[config.mk]
export PLATFORM = sky130hd
export DESIGN_NAME = regfile_sb
export DESIGN_NICKNAME = d
export VERILOG_FILES = /design/src/rtl/regfile_pkg.sv /design/src/rtl/regfile_sb_pc.sv /design/src/rtl/regfile_sb.sv
export SDC_FILE = /design/constraint.sdc
export NUM_CORES = 2
export LEC_CHECK = 0
export CORE_MARGIN = 1
export CORE_UTILIZATION = 45
export CTS_CLUSTER_DIAMETER = 100
export DETAILED_ROUTE_END_ITERATION = 12
export MAX_ROUTING_LAYER = met4
export PLACE_DENSITY = 0.72
export SETUP_SLACK_MARGIN = 0.02
export SLEW_MARGIN = 20
export SYNTH_ARGS = -nofsm -noshare
export SYNTH_HDL_FRONTEND = slang
export SYNTH_SLANG_ARGS = --single-unit
export TNS_END_PERCENT = 10
[constraint.sdc]
create_clock -name clk -period 3.5 [get_ports clk]
set_input_delay 1.05 -clock clk [delete_from_list [all_inputs] [get_ports clk]]
set_output_delay 1.05 -clock clk [all_outputs]
set_load 0.01 [all_outputs]
[src/rtl/regfile_pkg.sv]
// Shared types and helpers for the scoreboarded register file.
// Optional same-cycle read bypass is enabled with REGFILE_BYPASS_EN.
package regfile_pkg;

  typedef enum logic [1:0] {
    PC_INC   = 2'b00,
    PC_START = 2'b01,
    PC_DP    = 2'b11
  } pc_sel_t;

  function automatic int reg_pc_idx(input int num_regs);
    return num_regs - 1;
  endfunction

endpackage

[src/rtl/regfile_sb_pc.sv]
// Program counter: start/branch load or increment with wrap.
// Instantiated by regfile_sb (REGFILE_BYPASS_EN does not affect this unit).
module pc_unit
  import regfile_pkg::*;
#(
  parameter int PC_W = 7
) (
  input  logic            clk,
  input  logic            rst_n,
  input  logic [1:0]      sel_pc_i,
  input  logic            load_pc_i,
  input  logic [PC_W-1:0] start_pc_i,
  input  logic [PC_W-1:0] dp_pc_i,
  output logic [PC_W-1:0] pc_o
);

  logic [PC_W-1:0] pc_q;
  logic [PC_W-1:0] pc_d;
  pc_sel_t         sel;

  assign sel = pc_sel_t'(sel_pc_i);

  always_comb begin
    pc_d = pc_q;
    if (load_pc_i) begin
      unique case (1'b1)
        (sel == PC_START): pc_d = start_pc_i;
        (sel == PC_DP):    pc_d = dp_pc_i;
        default:           pc_d = pc_q + PC_W'(1);
      endcase
    end
  end

  always_ff @(posedge clk or negedge rst_n) begin
    if (!rst_n) begin
      pc_q <= '0;
    end else begin
      pc_q <= pc_d;
    end
  end

  assign pc_o = pc_q;

endmodule

[src/rtl/regfile_sb.sv]
// Register file with load scoreboard, PC and status registers.
// Define REGFILE_BYPASS_EN to forward same-cycle writes to read ports.
module regfile_sb
  import regfile_pkg::*;
#(
  parameter  int DATA_W   = 32,
  parameter  int NUM_REGS = 16,
  parameter  int PC_W     = 7,
  parameter  int NUM_RD   = 4,
  localparam int AW       = $clog2(NUM_REGS)
) (
  input  logic                     clk,
  input  logic                     rst_n,
  input  logic                     w_en1,
  input  logic [AW-1:0]            w_addr1,
  input  logic [DATA_W-1:0]        w_data1,
  input  logic                     w_en_ldr,
  input  logic [AW-1:0]            w_addr_ldr,
  input  logic [DATA_W-1:0]        w_data_ldr,
  input  logic                     issue_ldr,
  input  logic [AW-1:0]            issue_addr,
  input  logic [NUM_RD*AW-1:0]     rd_addr,
  output logic [NUM_RD*DATA_W-1:0] rd_data,
  output logic [NUM_RD-1:0]        rd_busy,
  output logic                     busy_any,
  input  logic [1:0]               sel_pc,
  input  logic                     load_pc,
  input  logic [PC_W-1:0]          start_pc,
  input  logic [PC_W-1:0]          dp_pc,
  output logic [PC_W-1:0]          pc_out,
  input  logic                     en_status,
  input  logic [DATA_W-1:0]        status_in,
  output logic [DATA_W-1:0]        status_out,
  input  logic [AW-1:0]            dbg_addr,
  output logic [DATA_W-1:0]        dbg_data
);

  localparam int            REG_PC_I = reg_pc_idx(NUM_REGS);
  localparam logic [AW-1:0] REG_PC   = AW'(REG_PC_I);

  logic [DATA_W-1:0]   regs_q [NUM_REGS];
  logic [DATA_W-1:0]   regs_d [NUM_REGS];
  logic [NUM_REGS-1:0] busy_q;
  logic [NUM_REGS-1:0] busy_d;
  logic [DATA_W-1:0]   status_q;
  logic [DATA_W-1:0]   status_d;
  logic [PC_W-1:0]     pc;
  logic [DATA_W-1:0]   pc_ext;

  pc_unit #(
    .PC_W(PC_W)
  ) u_pc (
    .clk       (clk),
    .rst_n     (rst_n),
    .sel_pc_i  (sel_pc),
    .load_pc_i (load_pc),
    .start_pc_i(start_pc),
    .dp_pc_i   (dp_pc),
    .pc_o      (pc)
  );

  assign pc_ext = {{(DATA_W-PC_W){1'b0}}, pc};

  // Load write follows the datapath write so it wins a collision;
  // issue follows the clear so back-to-back loads stay busy.
  always_comb begin
    regs_d = regs_q;
    busy_d = busy_q;
    for (int i = 0; i < NUM_REGS; i++) begin
      if (i != REG_PC_I) begin
        if (w_en1 && w_addr1 == AW'(i)) begin
          regs_d[i] = w_data1;
        end
        if (w_en_ldr && w_addr_ldr == AW'(i)) begin
          regs_d[i] = w_data_ldr;
          busy_d[i] = 1'b0;
        end
        if (issue_ldr && issue_addr == AW'(i)) begin
          busy_d[i] = 1'b1;
        end
      end
    end
  end

  always_comb begin
    status_d = status_q;
    if (en_status) begin
      status_d = status_in;
    end
  end

  always_ff @(posedge clk or negedge rst_n) begin
    if (!rst_n) begin
      for (int i = 0; i < NUM_REGS; i++) begin
        regs_q[i] <= '0;
      end
      busy_q   <= '0;
      status_q <= '0;
    end else begin
      for (int i = 0; i < NUM_REGS; i++) begin
        regs_q[i] <= regs_d[i];
      end
      busy_q   <= busy_d;
      status_q <= status_d;
    end
  end

  for (genvar gi = 0; gi < NUM_RD; gi++) begin : g_rd
    logic [AW-1:0]     a;
    logic [DATA_W-1:0] d;
    logic              b;

    assign a = rd_addr[gi*AW +: AW];

    always_comb begin
      d = regs_q[a];
      b = busy_q[a];
      if (a == REG_PC) begin
        d = pc_ext;
        b = 1'b0;
      end
`ifdef REGFILE_BYPASS_EN
      else begin
        if (w_en1 && w_addr1 == a) begin
          d = w_data1;
        end
        if (w_en_ldr && w_addr_ldr == a) begin
          d = w_data_ldr;
          if (!(issue_ldr && issue_addr == a)) begin
            b = 1'b0;
          end
        end
      end
`endif
    end

    assign rd_data[gi*DATA_W +: DATA_W] = d;
    assign rd_busy[gi]                  = b;
  end

  assign busy_any   = |busy_q;
  assign pc_out     = pc;
  assign status_out = status_q;
  assign dbg_data   = (dbg_addr == REG_PC) ? pc_ext : regs_q[dbg_addr];

endmodule

======== Yosys cells after proc, flatten, opt, wreduce, memory -nomap -nowiden ========
Cells that the tools add are included.
storage, ports and cells
  register bits after elaboration ......... 534
  bits of input ports ..................... 151
  output and inout port bits .............. 204
cells by class
  add/sub/neg operators ................... 1
  order comparisons ....................... 9
  eq/ne operators ......................... 49
  muxes and demuxes ....................... 93
  bitwise logic cells ..................... 5
  reduce and logical (&&, ||, !) cells .... 79
operators by type and width
  operator                                                               count
  32-bit two-way mux                                                     45
  32-bit binary-select mux with 4-bit select                             5
  4-bit == test (second input constant)                                  26
  2-bit nonzero test                                                     30
  4-bit by 3-bit == test with 1-bit output (second input constant)       12
  1-bit logical AND                                                      45
  1-bit two-way mux                                                      38
  5-bit >= comparator (second input constant)                            5
  4-bit inverter with 5-bit output                                       5
  4-bit by 2-bit == test with 1-bit output (second input constant)       6
  4-bit by 5-bit < comparator with 1-bit output (second input constant)  4
  1-bit binary-select mux with 4-bit select                              4
  15-bit OR reduction                                                    1
  7-bit one-hot mux with 2 select lines                                  1
  4-bit by 1-bit == test with 1-bit output (second input constant)       3
  4-bit logical NOT                                                      3
  7-bit by 1-bit adder with 7-bit output (second input constant)         1
  2-bit by 1-bit == test with 1-bit output (second input constant)       1
  2-bit == test (second input constant)                                  1

======== Longest topological paths before layout ========
  word-level depth ........................ 5
  gate-level depth with buffers ........... 8

======== Modules after synthesis ========
From an unflattened synthesis, not the netlist that was laid out.
second synthesis, totals
  cell total of the unflattened synthesis .. 4,117
  area total of the unflattened synthesis .. 44,737.9 µm²
modules (own cells, without submodules)
  module      instances  cells each  area an instance (µm²)
  regfile_sb  1          4,065       44,216.2
  pc_unit     1          52          521.8

======== Least setup slack after synthesis ========
Ideal clock, no wire load.
  kind .................................... in2out
  start point ............................. input port rd_addr[0]
  end point ............................... output port rd_busy[0]
  arrival ................................. 2,561 ps
  data required time ...................... 2,450 ps
  setup slack ............................. -111 ps
  cell stages on the path ................. 5
  buffers on the path ..................... 3
  cells stage by stage .................... clkbuf_2 -> buf_2 -> mux4_2 -> mux4_2 -> buf_4
on the way
  longest elaborated chain between the ends .. 3
  elaborated cells on any way between the ends .. 4
  those cells by class .................... eq/ne (1); mux (3)
RTL lines
  item                                       RTL line           RTL
  start, declared                            regfile_sb.sv:22   input logic [NUM_RD*AW-1:0] rd_addr,
  1-bit binary-select mux with 4-bit select  regfile_sb.sv:117  b = busy_q[a];
  1-bit two-way mux (not written as such)    regfile_sb.sv:117
  1-bit two-way mux (*)                      regfile_sb.sv:118  if (a == REG_PC) begin
  end, declared                              regfile_sb.sv:24   output logic [NUM_RD-1:0] rd_busy,
Mark *: on every way between the ends. The rest lies on a longest branch, timed or not. The select of a mux whose other input is x is not followed.

======== Worst setup path in the final report ========
  start point ............................. input port rd_addr[12]
  end point ............................... output port rd_data[112]
on the way
  longest elaborated chain between the ends .. 5
  elaborated cells on any way between the ends .. 6
  those cells by class .................... eq/ne (1); mux (4); bitwise (1)
RTL lines
  item                                                    RTL line           RTL
  4-bit inverter with 5-bit output (not written as such)  regfile_sb.sv:116  d = regs_q[a];
  32-bit binary-select mux with 4-bit select              regfile_sb.sv:116
  32-bit two-way mux (not written as such) (2 in series)  regfile_sb.sv:116
  32-bit two-way mux (*)                                  regfile_sb.sv:118
  end, declared                                           regfile_sb.sv:23   output logic [NUM_RD*DATA_W-1:0] rd_data,
Marks and branches as above.

==> summary.md <==
| Metric | Value |
|---|---|
| Maximum net fanout on the critical path | 7 |
| Violated checks | negative setup slack |
| Remaining DRCs | 0 |
| Crit path DAT | 2.79 ns |
| Reg2reg path depth | 5 |
| Clock Pin Slew Worst Setup and Hold Paths | 0.05 ns |
| Row cnt | 114 |
| RSZ-0062 raised after global routing | yes |
| Total power | 29.0 mW |
| EDFF count, synth | 0 |
| Routability cong. | 1.02 |
| Pin count of the biggest net entering global routing | 70 |
| Sequential area share after synthesis | 30.0% |
| Slew HR | 49.2% |
| Die W | 316 um |
| Synth cell types | 48 |
| Leak pwr | 24.2 nW |
| Yosys warnings | 0 |
| Multi-input logic area | 29900 um^2 |
| Vias in the first global route | 40718 |
| FMAX | 260 MHz |
| Main synth FF type | dfrtp_1 |
| Total gr overflow | 0 |
| Syn Area/Cell | 11.0 um^2 |
| Post-DR vias/cell | 7.17 |
| CP endpoint kind | primary output |
| Slew at the pin closest to its max-slew limit | 0.760 ns |
| Die Height | 316 um |
| P per Cell Area | 496 nW/um^2 |
| DP Wirelength | 122 mm |
| First-pass iteration count of the detailed router | 9 |
| Period minus WS final | 3.84 ns |
| Asr flop ratio synth | 100% |
| Period utilization | 110% |
| Core footprint | 97300 um^2 |
| Root buffer cell | clkbuf_16 |
| Initial DRC count | 6920 |
| # nets final | 4757 |
| Slew Limit Fails | 0 |
| First-pass GRT wire length | 281 mm |
| Status | finished with violations |
| Synth Cell Area | 44500 um^2 |
| Worst-Skew Late Latency | 0.63 ns |
| Crit Path Class | input pin to primary output |
| Final setup margin | -0.343 ns |
| Mapped Cells | 4045 |
| Drt total wl | 196 mm |
| Post-Place Worst Slack | -0.778 ns |
| CP startpoint kind | input pin |
| Clock sinks | 534 |
| Clk buf depth | 3 |
| Routed Antenna Nets | 0 |
| Worst Path Required | 2.45 ns |
| Num CTS Buffers | 68 |
| Final Hold Fails | 0 |
| Layout cells sized above 1 | 35.2% |
| Tot GR Track Use | 39.6% |
| Via Count | 42556 |
| Mapped Nets | 4197 |
| I/O Pins | 355 |
| Post-synthesis register bit count | 534 |
| # setup viols final | 158 |
| Port buffer count | 354 |
| Area Overhead vs Synth | 31.6% |
| Max cap viols | 0 |
| Clock Skew | 0.00409 ns |
| Antenna violations before repair | 8 |
| DIE AREA | 100000 um^2 |
| Htree depth | 3 |
| VDD IR max | 0.333 mV |
| Drt wl/cell | 33.1 um |
| Register area | 13400 um^2 |
| CTS tree | done |
| Worst Hold Class | input pin to async pin |
| Starting Density | 45.7% |
| Fillers | 7536 |
[registers in the layout, summed over array words and instances (netlist names)]
signal and count:
regs_q 480, status_out 32, busy_q 15, u_pc.pc_o 7
[cell usage in the layout (no fill, tap or decap), drive strengths merged, types with 15 or more instances in the layout]
| cell type | count |
|---|---|
| clkinv | 15 |
| nor2 | 333 |
| dfrtp | 534 |
| clkbuf | 106 |
| buf | 759 |
| nor2b | 58 |
| o211ai | 30 |
| inv | 27 |
| mux2 | 49 |
| mux4 | 515 |
| nand2 | 251 |
| mux2i | 834 |
| o221ai | 19 |
| a211oi | 49 |
| o22ai | 77 |
| clkdlybuf4s50 | 169 |
| a21oi | 362 |
| o2bb2ai | 106 |
| o21ai | 227 |
[stage by stage]
| step | instance area [um^2] | hold WS, ns | TNS (ns) | instances | utilization, % |
|---|---|---|---|---|---|
| final | 58600 | 0.451 | -23.55 | 5936 | 60.2 |
| after global routing | 58600 | 0.470 | -27.06 | 5935 | 60.2 |
| after CTS | 57900 | 0.450 | -21.83 | 5910 | 59.5 |
| after detailed placement | 53100 | 0.495 | -95.04 | 5660 | 54.6 |
| after global placement | 53100 | 0.490 | -92.93 | 5660 | 54.6 |
| after floorplan | 44500 | 0.514 | -0.897 | 4045 | - |
[logic make-up (layout without fill, tap and decap cells)]
logic type	count (synthesis)	in the layout	synth area share [%]
muxes	1398	1398	46.1
AOI/OAI and AO/OA	906	906	12.2
and+or+nand+nor	704	704	6.59
DFF	534	534	30.0
buffers and inverters	502	1108	5.03
adders and majority gates	1	1	0.0281
other	0	9	0
[worst max-delay path: stages]
cell	delay (ns)
clkbuf_16	0.19
buf_16	0.17
buf_8	0.11
mux4_2	0.49
mux4_2	0.58
buf_6	0.17
[report_power, final]
part	switching, mW	leakage (nW)	internal (mW)	total, mW
logic	4.93	16.8	6.53	11.5
registers	2.69	6.30	7.68	10.4
clock network	3.06	1.08	4.13	7.19
[worst paths after layout]
kind | start | to | slack (ns)
max | rd_addr[12] | rd_data[112] | -0.34
min | rst_n | regs_q[355] | 0.45
max reg2reg | u_pc.pc_o[4] | u_pc.pc_o[6] | 1.83
min reg2reg | status_out[19] | status_out[19] | 0.50
max in group asynchronous | rst_n | regs_q[244] | 2.12
min in group clk | status_out[19] | status_out[19] | 0.50
[Yosys cell counts (3+ instances only)]
| master | n | area share, % |
|---|---|---|
| mux2i_1 | 834 | 19 |
| mux4_2 | 515 | 26 |
| nor2b_1 | 58 | 0.82 |
| o221ai_1 | 19 | 0.37 |
| nand2_1 | 251 | 2.1 |
| a221o_1 | 7 | 0.16 |
| nor3_1 | 9 | 0.10 |
| nand4_1 | 3 | 0.042 |
| mux2_2 | 49 | 1.2 |
| nand3b_1 | 4 | 0.067 |
| a2bb2oi_1 | 8 | 0.16 |
| nor3b_1 | 4 | 0.067 |
| o22ai_1 | 77 | 1.1 |
| dfrtp_1 | 534 | 30 |
| o32ai_1 | 4 | 0.079 |
| clkbuf_1 | 251 | 2.1 |
| buf_1 | 49 | 0.41 |
| a21oi_1 | 362 | 4.1 |
| nor4_1 | 3 | 0.042 |
| buf_2 | 137 | 1.5 |
| nand2b_1 | 11 | 0.15 |
| nor2_1 | 333 | 2.8 |
| o2bb2ai_1 | 106 | 2.1 |
| nand3_1 | 12 | 0.13 |
| inv_1 | 21 | 0.18 |
| o211ai_1 | 30 | 0.51 |
| buf_4 | 40 | 0.67 |
| a211oi_1 | 49 | 0.83 |
| o311a_1 | 5 | 0.11 |
| and2_1 | 10 | 0.14 |
| o21ai_0 | 227 | 2.6 |
[cell type report]
class                   count  share of cell area, %
clock buffers              90                   3.26
repair buffers            971                   19.4
multi-input cells        3009                   51.1
diodes                      9                 0.0385
clock inverters            26                  0.466
flip-flops and latches    534                   22.8
well taps                1276                   2.73
inverters                  21                  0.135
[layer usage]
| metal | vias to the layer above | routed length, um | part of all wire (%) | track usage (%) |
|---|---|---|---|---|
| li1 | 16730 | - | - | - |
| met1 | 20702 | 66800 | 34 | 49.0 |
| met2 | 4116 | 82500 | 42 | 54.5 |
| met3 | 1008 | 32600 | 17 | 15.5 |
| met4 | 0 | 14600 | 7.4 | 23.0 |
| met5 | - | 0 | 0 | - |
[what timing repair did]
item | 4_1_cts | 5_1_grt
gates resized for setup | 797 | 165
buffers inserted | 108 | 20
cloned | 29 | 1
hold buffers | 0 | 0
pin swaps | 75 | 41
setup endpoints to repair | 164 | 164
Power figures use the tool's default switching activity.
